`config.mk`:
```
export PLATFORM = sky130hd
export DESIGN_NAME = div_iterative
export DESIGN_NICKNAME = d
export VERILOG_FILES = /design/src/rtl/div_pkg.sv /design/src/rtl/div_step.sv /design/src/rtl/div_iterative.sv
export SDC_FILE = /design/constraint.sdc
export NUM_CORES = 1
export LEC_CHECK = 0
export ABC_AREA = 0
export BUFFER_PORTS_ARGS = -buffer_cell sky130_fd_sc_hd__buf_4
export CORE_MARGIN = 2
export CORE_UTILIZATION = 40
export CTS_CLUSTER_SIZE = 24
export DETAILED_ROUTE_END_ITERATION = 6
export GPL_ROUTABILITY_DRIVEN = 0
export SYNTH_ARGS = -nofsm -noshare
export SYNTH_HDL_FRONTEND = slang
export SYNTH_SLANG_ARGS = --single-unit
```
`constraint.sdc`:
```
create_clock -name clock -period 9.7 [get_ports clock]
set_input_delay 0.485 -clock clock [delete_from_list [all_inputs] [get_ports clock]]
set_output_delay 0.485 -clock clock [all_outputs]
set_load 0.01 [all_outputs]
```
`src/rtl/div_pkg.sv`:
```
// Shared definitions for the iterative signed divider.
//   div_state_t    : FSM state encoding (IDLE -> RUN -> FIX -> IDLE)
//   DIV_WIDTH_DEF  : default operand width
//   DIV_CNT_W_DEF  : iteration-counter width for the default operand width
//   div_cnt_w()    : iteration-counter width for any operand width (>= 2)
package div_pkg;

    typedef enum logic [1:0] {
        IDLE = 2'd0,
        RUN  = 2'd1,
        FIX  = 2'd2
    } div_state_t;

    localparam int DIV_WIDTH_DEF = 32;
    localparam int DIV_CNT_W_DEF = $clog2(DIV_WIDTH_DEF);

    // The counter must hold WIDTH-1; $clog2(WIDTH) bits are enough for that.
    function automatic int div_cnt_w(input int width);
        return (width < 2) ? 1 : $clog2(width);
    endfunction

endpackage

```
`src/rtl/div_step.sv`:
```
// One restoring-division iteration, purely combinational.
// Ports:
//   r      in   WIDTH  partial remainder (magnitude)
//   q      in   WIDTH  quotient / dividend shift register
//   d      in   WIDTH  divisor magnitude
//   r_next out  WIDTH  partial remainder after this iteration
//   q_next out  WIDTH  quotient register after this iteration
module div_step
    import div_pkg::*;
#(
    parameter int WIDTH = DIV_WIDTH_DEF
) (
    input  logic [WIDTH-1:0] r,
    input  logic [WIDTH-1:0] q,
    input  logic [WIDTH-1:0] d,
    output logic [WIDTH-1:0] r_next,
    output logic [WIDTH-1:0] q_next
);

    logic [WIDTH:0] shifted;
    logic [WIDTH:0] trial;

    // The remainder entering an iteration is always below 2^(WIDTH-1), so
    // the shifted value fits in WIDTH bits and bit WIDTH of the trial
    // difference is a true sign bit.
    // NOTE: combinational logic uses blocking assignments and gives every
    // output a value on every path, so no latch is inferred.
    always_comb begin
        shifted = {r, q[WIDTH-1]};
        trial   = shifted - {1'b0, d};
        if (!trial[WIDTH]) begin
            r_next = trial[WIDTH-1:0];
            q_next = {q[WIDTH-2:0], 1'b1};
        end else begin
            r_next = shifted[WIDTH-1:0];
            q_next = {q[WIDTH-2:0], 1'b0};
        end
    end

endmodule

```
`src/rtl/div_iterative.sv`:
```
// Sequential signed divider, one quotient bit per clock (restoring division
// on magnitudes followed by sign correction). hi = remainder, lo = quotient.
// Optional feature macro: DIV_ZERO_EN (adds div_zero and a 1-cycle
// divide-by-zero path).
// Ports:
//   clock      in   1      rising-edge clock
//   reset      in   1      asynchronous, active-high reset
//   start      in   1      request a division, sampled only while idle
//   operando1  in   WIDTH  dividend, signed
//   operando2  in   WIDTH  divisor, signed
//   hi         out  WIDTH  remainder, signed (sign of dividend)
//   lo         out  WIDTH  quotient, signed (truncated toward zero)
//   fim        out  1      1 = idle, results valid and held
//   div_zero   out  1      divide-by-zero flag (DIV_ZERO_EN builds only)
module div_iterative
    import div_pkg::*;
#(
    parameter int WIDTH = DIV_WIDTH_DEF
) (
    input  logic             clock,
    input  logic             reset,
    input  logic             start,
    input  logic [WIDTH-1:0] operando1,
    input  logic [WIDTH-1:0] operando2,
    output logic [WIDTH-1:0] hi,
    output logic [WIDTH-1:0] lo,
    output logic             fim
`ifdef DIV_ZERO_EN
    ,
    output logic             div_zero
`endif
);

    localparam int CNT_W = div_cnt_w(WIDTH);

    div_state_t       state;
    div_state_t       state_next;
    logic [CNT_W-1:0] count;
    logic [WIDTH-1:0] rem;
    logic [WIDTH-1:0] quo;
    logic [WIDTH-1:0] dvs;
    logic [WIDTH-1:0] rem_next;
    logic [WIDTH-1:0] quo_next;
    logic             sign_q;
    logic             sign_r;
    logic             skip_run;

    // Unsigned WIDTH-bit magnitudes: |-2^(WIDTH-1)| is representable.
    logic [WIDTH-1:0] abs_op1;
    logic [WIDTH-1:0] abs_op2;
    assign abs_op1 = operando1[WIDTH-1] ? -operando1 : operando1;
    assign abs_op2 = operando2[WIDTH-1] ? -operando2 : operando2;

`ifdef DIV_ZERO_EN
    logic zero_pend;
    assign skip_run = (operando2 == '0);
`else
    assign skip_run = 1'b0;
`endif

    div_step #(.WIDTH(WIDTH)) u_step (
        .r      (rem),
        .q      (quo),
        .d      (dvs),
        .r_next (rem_next),
        .q_next (quo_next)
    );

    // NOTE: sequential state uses non-blocking assignments so every register
    // samples the pre-edge values regardless of statement order.
    always_ff @(posedge clock or posedge reset) begin
        if (reset) state <= IDLE;
        else       state <= state_next;
    end

    always_comb begin
        state_next = state;
        fim        = 1'b0;
        case (state)
            IDLE: begin
                fim = 1'b1;
                if (start) state_next = skip_run ? FIX : RUN;
            end
            RUN:     if (count == '0) state_next = FIX;
            FIX:     state_next = IDLE;
            default: state_next = IDLE;
        endcase
    end

    // The whole datapath is reset so an aborted run leaves nothing behind.
    always_ff @(posedge clock or posedge reset) begin
        if (reset) begin
            count     <= '0;
            rem       <= '0;
            quo       <= '0;
            dvs       <= '0;
            sign_q    <= 1'b0;
            sign_r    <= 1'b0;
            hi        <= '0;
            lo        <= '0;
`ifdef DIV_ZERO_EN
            zero_pend <= 1'b0;
            div_zero  <= 1'b0;
`endif
        end else begin
            case (state)
                IDLE: if (start) begin
                    sign_q    <= operando1[WIDTH-1] ^ operando2[WIDTH-1];
                    sign_r    <= operando1[WIDTH-1];
                    quo       <= abs_op1;
                    dvs       <= abs_op2;
                    rem       <= '0;
                    count     <= CNT_W'(WIDTH - 1);
`ifdef DIV_ZERO_EN
                    zero_pend <= skip_run;
                    div_zero  <= 1'b0;
`endif
                end
                RUN: begin
                    rem <= rem_next;
                    quo <= quo_next;
                    if (count != '0) count <= count - CNT_W'(1);
                end
                FIX: begin
                    lo <= sign_q ? -quo : quo;
                    hi <= sign_r ? -rem : rem;
`ifdef DIV_ZERO_EN
                    // RUN was skipped, so quo still holds |dividend|.
                    if (zero_pend) begin
                        lo       <= '1;
                        hi       <= sign_r ? -quo : quo;
                        div_zero <= 1'b1;
                    end
`endif
                end
                default: ;
            endcase
        end
    end

endmodule

```
# After elaboration in Yosys (flattened, before gate mapping)
# Cells that the tools add are included.
[word_totals] word_cells=46 output_inout_bits=65 input_bits=67 reg_bits=169
[classes] muxes=17 eq_ne=5 n_addsub=6 n_reduce_logical=8 n_bitwise=1
[op_table] operator="$mux W32" n=7
[op_table] operator="$neg A32 Y32" n=4
[op_table] operator="$pmux W32 S2" n=2
[op_table] operator="$sub A33 B32 Y33" n=1
[op_table] operator="$mux W5" n=2
[op_table] operator="$pmux W5 S2" n=1
[op_table] operator="$ne A2 B2 Y1 const B" n=3
[op_table] operator="$reduce_and A2 Y1" n=3
[op_table] operator="$logic_not A5 Y1" n=1
[op_table] operator="$reduce_bool A5 Y1" n=1
[op_table] operator="$sub A5 B1 Y5 const B" n=1
[op_table] operator="$mux W2" n=2
[op_table] operator="$pmux W2 S2" n=1
[op_table] operator="$reduce_and A3 Y1" n=1
[op_table] operator="$eq A2 B1 Y1 const B" n=1
[op_table] operator="$eq A2 B2 Y1 const B" n=1
[op_table] operator="$logic_not A2 Y1" n=1
[op_table] operator="$mux W1" n=2
[op_table] operator="$reduce_bool A2 Y1" n=1
[op_table] operator="$xor A1 B1 Y1" n=1

# Logic depth before layout (Yosys ltp)
# Gate-level depths: netlist of run 1.
[depth] depth_word=4 depth_mapped=12 depth_no_buf=11

# By module
# Synthesis of run 1 repeated with hierarchy kept, for this count alone.
[unflattened] hier_cells=1378 area_unflattened_um2=11898.9
[modules_own_cells] module="div_iterative" instances=1 area_per_inst_um2=9307.7 cells_per_inst=1042 seq_area_each_um2=4229.1
[modules_own_cells] module="div_step" instances=1 area_per_inst_um2=2591.2 cells_per_inst=336 seq_area_each_um2=0.0

# Worst setup path before layout of run 1
# OpenSTA, ideal clock, no wires.
[synth_timing] kind="reg2reg" from="register rem[1]" to="register rem[2]" path_slack_ns=6.744 path_buffers=1 path_stages_with_launch=11 t_arrival_ns=2.823 required_time_ns=9.567 setup_time_ns=0.133 period_less_slack_ns=2.956 cell_sequence="dfrtp_1 ha_1 nor2b_1 o31a_1 o22a_1 o31a_1 a31o_2 xor2_2 buf_2 mux2i_1 o21ai_0"
[synth_via] elab_chain_cells=3
[synth_lines] element="start: declaration" line="div_iterative.sv:39" rtl="logic [WIDTH-1:0] rem;"
[synth_lines] element="start signal: assignment" line="div_iterative.sv:120" rtl="rem <= rem_next;"
[synth_lines] element="$sub A33 B32 Y33" line="div_step.sv:30" rtl="trial = shifted - {1'b0, d};"
[synth_lines] element="$mux W32 (*)" line="div_step.sv:31" rtl="if (!trial[WIDTH]) begin"
[synth_lines] element="$pmux W32 S2 (*)" line="div_iterative.sv:106" rtl="case (state)"
# Every way passes the cells marked *; elsewhere a longest branch is shown, timed or not.
# A chain may end at the register's enable or synchronous reset.

# Worst setup path in the final report of run 1
[layout_timing] from="register rem[1]" to="register rem[0]"
[layout_via] elab_chain_cells=3
[layout_lines] element="$sub A33 B32 Y33" line="div_step.sv:30"
[layout_lines] element="$mux W32" line="div_step.sv:31"
[layout_lines] element="$pmux W32 S2" line="div_iterative.sv:106"
# Every way passes these cells.

==> flow_metrics.env, run 1 <==
export IMPL_status="finished, final reports clean"
export IMPL_syn_to_final_growth_pct=17.0
export IMPL_grt_pass1_vias=8829
export IMPL_syn_nets=1349
export IMPL_fin_nets=1441
export IMPL_cp_num_buf_inv=0
export IMPL_finalCritPeriodShare_pct=37.6
export IMPL_whs_ns=0.0784
export IMPL_path_delay_family="compound AO/OA/AOI/OAI gates"
export IMPL_first_iter_violations=701
export IMPL_hold_viol=0
export IMPL_fmax_mhz=274
export IMPL_instances_no_fill=1689
export IMPL_postRouteAntennaNets=0
export IMPL_rows=60
export IMPL_drive_gt1_share_pct=14.1
export IMPL_postCtsHoldBufs=0
export IMPL_dp_hpwl_mm=20.4
export IMPL_first_pass_iters=5
export IMPL_min_path_type="in -> async"
export IMPL_cp_required_ns=10.02
export IMPL_clock_root_buffer="clkbuf_16"
export IMPL_clockBufferDepth=2
export IMPL_crit_start="rem[1]"
export IMPL_reg2reg_slack_ns=6.05
export IMPL_synth_ff_type="dfrtp_1"
export IMPL_final_setup_tns_ns=0
export IMPL_yosysWarnings=0
export IMPL_pin_count=132
export IMPL_p_total_uw=4530
export IMPL_fin_skew_ns=0.0113
export IMPL_htree_levels=4
export IMPL_r2r_start="rem[1]"
export IMPL_path_clk_slew_ns=0.07
export IMPL_syn_area_per_cell_um2=8.72
export IMPL_worst_setup_path_start_kind="flop"
export IMPL_grt_pass1_wl_mm=45.7
export IMPL_r2r_cells=9
export IMPL_antenna_found_initial=0
export IMPL_ys_seq_area_share_pct=39.0
export IMPL_tightest_slew_ns=1.30
export IMPL_synth_seq_cells=169
export IMPL_critPathMaxStageDelay_ns=1.00
export IMPL_cts_buffers=17
export IMPL_grt_overflow=0
export IMPL_die_h_um=169
export IMPL_synth_cell_types=65
export IMPL_path_cells="ha_1 -> nor2b_1 -> o31a_1 -> o22a_1 -> o31a_1 -> a31o_2 -> xnor2_1 -> nand2_1 -> a32o_1"
export IMPL_drv_cap=0
export IMPL_maxSlewHeadroom_pct=12.5
export IMPL_num_vias=9285
export IMPL_period_needed_ns=3.65
export IMPL_start_util_pct=40.4
export IMPL_r2r_end="rem[0]"
export IMPL_syn_area_mm2=0.0108
export IMPL_crit_type="reg -> reg"
export IMPL_coreArea_mm2=0.0268
export IMPL_rsz0062_at_grt="no"
export IMPL_post_cts_buffers=0
export IMPL_wl_per_cell_um=16.4
export IMPL_vias_per_cell=5.50
export IMPL_final_cell_mix="205 x o21ai_0, 197 x nand2_1, 169 x dfrtp_1"
export IMPL_ir_drop_mv=0.166
export IMPL_die_area_mm2=0.0284
export IMPL_final_util_pct=47.3
export IMPL_mostFrequentLayoutCell="o21ai_0"
export IMPL_wirelength_mm=27.6
export IMPL_p_leak_uw=0.00570
export IMPL_netlist_instances=1243
export IMPL_grt_max_degree=129
export IMPL_insertion_delay_ns=0.43
export IMPL_cts_sinks=169
export IMPL_tritoncts="built"
export IMPL_synth_edf_count=0
export IMPL_grt_total_usage_pct=19.9
export IMPL_drc=0
export IMPL_worstPathMaxFanout=14
export IMPL_crit_path_frequent_cell="o31a_1"
export IMPL_cts_resized=0
export IMPL_chipWidth_um=169
export IMPL_diodes=0
export IMPL_async_flop_share_pct=100
export IMPL_dp_cells=1657
export IMPL_endpoint_kind="flop"
export IMPL_port_buffers=131
export IMPL_p_per_area_mw_per_mm2=357
export IMPL_setup_viol_count_final=0
export IMPL_arrival_ns=3.96
export IMPL_drv_slew=0
export IMPL_cpMaxStageDelayCell="xnor2_1"
flip-flops by register name, indices dropped and copies added (netlist names):
name / flops
sign_q: 1
sign_r: 1
quo: 32
lo: 32
rem: 32
state: 2
hi: 32
count: 5
dvs: 32
final cells by class:
| class | instances | area [µm²] |
|---|---|---|
| Fill cell | 2663 | 14100 |
| Multi-Input combinational cell | 961 | 6200 |
| Sequential cell | 169 | 4230 |
| Timing Repair Buffer | 137 | 1030 |
| Clock buffer | 18 | 439 |
| Tap cell | 341 | 427 |
| Inverter | 49 | 189 |
| Clock inverter | 14 | 160 |
cells in the mapped netlist (all sizes together) (2+ instances only):
cell / count / share of area (%)
a211o: 2 / 0.16
a211oi: 5 / 0.35
a21o: 17 / 1.2
a21oi: 34 / 1.6
a22oi: 30 / 2.1
a311oi: 2 / 0.16
a31oi: 6 / 0.35
a32o: 2 / 0.18
a32oi: 12 / 0.97
and2: 3 / 0.17
and4: 3 / 0.24
buf: 11 / 0.43
clkbuf: 53 / 1.8
dfrtp: 169 / 39
ha: 38 / 4.4
inv: 49 / 1.7
mux2i: 22 / 2.0
nand2: 198 / 6.9
nand2b: 6 / 0.35
nand3: 23 / 1.1
nand3b: 3 / 0.21
nand4: 13 / 0.75
nor2: 28 / 0.97
nor2b: 7 / 0.40
nor3: 11 / 0.51
nor3b: 2 / 0.14
nor4: 11 / 0.64
nor4b: 2 / 0.16
o211a: 2 / 0.18
o21a: 6 / 0.42
o21ai: 207 / 9.6
o21bai: 4 / 0.28
o22a: 2 / 0.16
o22ai: 3 / 0.17
o31a: 2 / 0.16
o31ai: 34 / 2.4
o41ai: 18 / 1.8
or2: 7 / 0.40
or3: 13 / 0.80
or4: 19 / 1.4
xnor2: 36 / 2.9
xor2: 115 / 9.4
per-stage QoR:
stage	setup slack (ns)	cell area [µm²]
2_1_floorplan	4.64	10800
3_3_place_gp	6.10	12100
3_5_place_dp	6.03	12100
4_1_cts	6.01	12700
5_1_grt	5.81	12700
6_report	6.05	12700
per-layer routing:
| metal | track usage (%) | share of wire, % |
|---|---|---|
| met2 | 31.5 | 44 |
| met3 | 3.06 | 5.1 |
| met4 | 5.10 | 1.4 |
| met1 | 28.5 | 49 |
| met5 | 0 | 0 |
worst register-to-register path: stages, from the launching register on:
cell     delay [ns]
dfrtp_1        0.44
ha_1           0.37
nor2b_1        0.17
o31a_1         0.26
o22a_1         0.27
o31a_1         0.34
a31o_2         0.27
xnor2_1        1.00
nand2_1        0.12
a32o_1         0.29
kinds of logic (layout without fill, tap and decap cells):
kind of cell	count (synthesis)	count (layout)	synth area share (%)
AO/OA/AOI/OAI	398	398	23.0
AND/OR/NAND/NOR	351	351	15.2
flip-flops	169	169	39.0
XOR/XNOR	151	151	12.3
buffers and inverters	113	218	3.96
adder cells (fa/ha/maj)	39	39	4.57
multiplexers	22	22	2.03
power by group:
part / leakage, µW / switching (µW) / internal (µW)
Combinational: 0.00340 / 1450 / 1090
Sequential: 0.00202 / 333 / 950
Clock: 0.000286 / 306 / 393
worst max-delay path by stage:
stage / to / slack (ns) / cells past startpoint
2_1_floorplan: count[0] / 4.64 / 1
3_3_place_gp: rem[0] / 6.10 / 9
3_5_place_dp: rem[1] / 6.03 / 9
4_1_cts: rem[1] / 6.01 / 9
5_1_grt: rem[1] / 5.81 / 11
6_report: rem[0] / 6.05 / 9
(Power assumes the default switching activity.)
==> inputs of run 2 (changes only) <==
--- a/config.mk
+++ b/config.mk
@@ -5,7 +5,7 @@
 export SDC_FILE = /design/constraint.sdc
 export NUM_CORES = 1
 export LEC_CHECK = 0
-export ABC_AREA = 0
+export ABC_AREA = 1
 export BUFFER_PORTS_ARGS = -buffer_cell sky130_fd_sc_hd__buf_4
 export CORE_MARGIN = 2
 export CORE_UTILIZATION = 40
==> constraint.sdc (replaced) <==
create_clock -name clock -period 3.22 [get_ports clock]
set_input_delay 0.161 -clock clock [delete_from_list [all_inputs] [get_ports clock]]
set_output_delay 0.161 -clock clock [all_outputs]
set_load 0.01 [all_outputs]
==> flow_metrics.env, run 2 <==
export IMPL_synth_top_area_cell="dfrtp_1"
export IMPL_fmax_mhz=388
export IMPL_min_path_type="in -> reg"
export IMPL_path_cells="inv_1 -> ha_1 -> fa_1 -> inv_1 -> nand2_1 -> nand2_1 -> nand3_1 -> nand2_2 -> nand2_2 -> nand2_4 -> nand2_4 -> nand3_4 -> nand3_1 -> nand2_1 -> nand2_1 -> nand2_1"
export IMPL_violations="design-rule violations"
export IMPL_seqPwrFrac_pct=23.8
export IMPL_met3_usage_pct=3.89
export IMPL_fill_cells=3400
export IMPL_synth_cell_types=50
export IMPL_min_to="quo[13]"
export IMPL_start_util_pct=40.4
export IMPL_met2_usage_pct=38.6
export IMPL_synth_edf_count=0
export IMPL_wl_per_cell_um=16.1
export IMPL_fin_nets=2217
export IMPL_netlist_instances=1998
export IMPL_yosysMostFrequentCell="nand2_1"
export IMPL_worstPathMaxFanout=19
export IMPL_wirelength_mm=41.3
export IMPL_clockBufferDepth=2
export IMPL_crit_type="reg -> reg"
export IMPL_ys_seq_area_share_pct=32.4
export IMPL_vias_per_cell=5.07
export IMPL_grt_max_degree=84
export IMPL_endpoint_kind="flop"
export IMPL_synth_ff_type="dfrtp_1"
export IMPL_chipWidth_um=185
export IMPL_die_h_um=185
export IMPL_grt_use_met1_pct=36.5
export IMPL_htree_levels=4
export IMPL_reg2reg_slack_ns=0.64
export IMPL_rows=66
export IMPL_arrival_ns=2.97
export IMPL_drv_slew=0
export IMPL_r2r_end="rem[30]"
export IMPL_first_iter_violations=1188
export IMPL_switching_share_pct=52.2
export IMPL_first_pass_iters=7
export IMPL_postRouteAntennaNets=0
export IMPL_power_switching_uw=8740
export IMPL_hold_viol=0
export IMPL_path_clk_slew_ns=0.07
export IMPL_p_per_area_mw_per_mm2=1100
export IMPL_critPathMaxStageDelay_ns=0.41
export IMPL_syn_to_final_growth_pct=16.6
export IMPL_clock_root_buffer="clkbuf_16"
export IMPL_netlist_top_cells_area="dfrtp_1 32%, nand2_1 18%, inv_1 7.7%"
export IMPL_worst_setup_path_start_kind="flop"
export IMPL_synth_top_area_share_pct=32.4
export IMPL_insertion_delay_ns=0.45
export IMPL_holdPathStages=4
export IMPL_rsz0062_at_grt="no"
export IMPL_post_cts_buffers=0
export IMPL_drv_cap=0
export IMPL_power_internal_uw=7990
export IMPL_ir_drop_mv=0.507
export IMPL_fin_skew_ns=0.0131
export IMPL_final_setup_tns_ns=0
export IMPL_tritoncts="built"
export IMPL_coreArea_mm2=0.0323
export IMPL_die_area_mm2=0.0341
export IMPL_pwr_share_clk_pct=14.2
export IMPL_syn_nets=2104
export IMPL_dp_hpwl_mm=32.4
export IMPL_cpMaxStageDelayCell="fa_1"
export IMPL_r2r_cells=16
export IMPL_antenna_found_initial=0
export IMPL_pin_count=132
export IMPL_grt_pass1_wl_mm=65.8
export IMPL_async_flop_share_pct=100
export IMPL_p_total_uw=16700
export IMPL_p_leak_uw=0.00783
export IMPL_whs_ns=0.0140
export IMPL_drive_gt1_share_pct=12.7
export IMPL_combPwrFrac_pct=62.0
export IMPL_syn_area_mm2=0.0130
export IMPL_grt_total_usage_pct=24.8
export IMPL_r2r_start="quo[31]"
export IMPL_synth_seq_cells=169
export IMPL_synth_common_cells="620 x nand2_1, 269 x inv_1, 197 x nand3_1, 190 x nor2_1, 169 x dfrtp_1"
export IMPL_final_cell_mix="619 x nand2_1, 268 x inv_1, 197 x nand3_1"
export IMPL_mostFrequentLayoutCell="nand2_1"
export IMPL_grt_pass1_vias=12200
export IMPL_cts_sinks=169
export IMPL_period_needed_ns=2.58
export IMPL_cts_buffers=17
export IMPL_tightest_slew_ns=0.787
export IMPL_diodes=0
export IMPL_hp_start="operando1[13]"
export IMPL_port_buffers=131
export IMPL_gr_max_usage_layer="met2"
export IMPL_syn_area_per_cell_um2=6.53
export IMPL_finalCritPeriodShare_pct=80.1
export IMPL_yosysWarnings=0
export IMPL_num_vias=13000
export IMPL_crit_path_frequent_cell="nand2_1"
export IMPL_grt_overflow=0
export IMPL_cp_required_ns=3.61
export IMPL_setup_viol_count_final=0
export IMPL_cts_resized=0
export IMPL_status="complete, but fails checks"
export IMPL_drc=2
export IMPL_maxSlewHeadroom_pct=47.5
run 2: cell count changes in the layout (fill, tap and decap cells not counted), sizes merged, moves of 25 or more:
cell,change
o21ai,-98
nor2,+170
xnor2,-25
inv,+229
xor2,-66
nand2,+463
nand3,+186
run 2: area by class of cell:
type	count	area [µm²]	area share, %
clock buffer	17	425	2.80
clock inverter	15	238	1.56
inverter	281	1060	6.96
multi-input combinational	1489	7500	49.3
sequential	169	4230	27.8
tap	442	553	3.63
timing repair buffer	153	1210	7.93
run 2: per-layer routing:
metal	vias to the layer above	part of all wire, %
met2	356	44
met4	0	1.0
li1	6586	-
met3	25	6.1
met5	-	0
met1	6036	48
run 2: cells by family after synthesis:
group / after synthesis / share of synthesized area (%)
simple gates: 1163 / 39.5
buf+inv: 340 / 10.2
compound gates: 227 / 10.0
flops: 169 / 32.4
xor+xnor: 60 / 4.03
fa+ha+maj: 39 / 3.80
run 2: metrics by stage:
stage	utilization, %	setup slack [ns]	instances	instance area, µm²
final	47.1	0.641	2566	15200
after floorplan	-	0.904	1998	13100
after global placement	44.8	0.795	2526	14500
after global routing	47.1	0.472	2566	15200
after CTS	47.1	0.664	2566	15200
after detailed placement	44.8	0.682	2526	14500
run 2: what timing repair did:
item,4_1_cts,5_1_grt
hold endpoints to repair,17,0
hold buffers,8,0
endpoints found under the setup margin,0,0
run 2: worst max path at each step:
stage,start,end,slack [ns]
2_1_floorplan,reset,count[0],0.90
3_3_place_gp,quo[31],rem[31],0.79
3_5_place_dp,quo[31],rem[30],0.68
4_1_cts,quo[31],rem[30],0.66
5_1_grt,quo[31],rem[30],0.47
6_report,quo[31],rem[30],0.64
run 2: power groups by stage:
| stage | Sequential [µW] | Combinational (µW) | Clock, µW |
|---|---|---|---|
| after detailed placement | 3990 | 10300 | 0 |
| after global placement | 3970 | 10100 | 0 |
| after CTS | 3970 | 10300 | 2400 |
| after floorplan | 3660 | 7730 | 0 |
| final | 3990 | 10400 | 2370 |
| after global routing | 4080 | 11700 | 2490 |
run 2: critical path, delay by kind of cell (launching register included):
family	cells	cell delay [ns]
fa+ha+maj	2	0.65
buf+inv	2	0.21
simple gates	12	1.30
flops	1	0.37
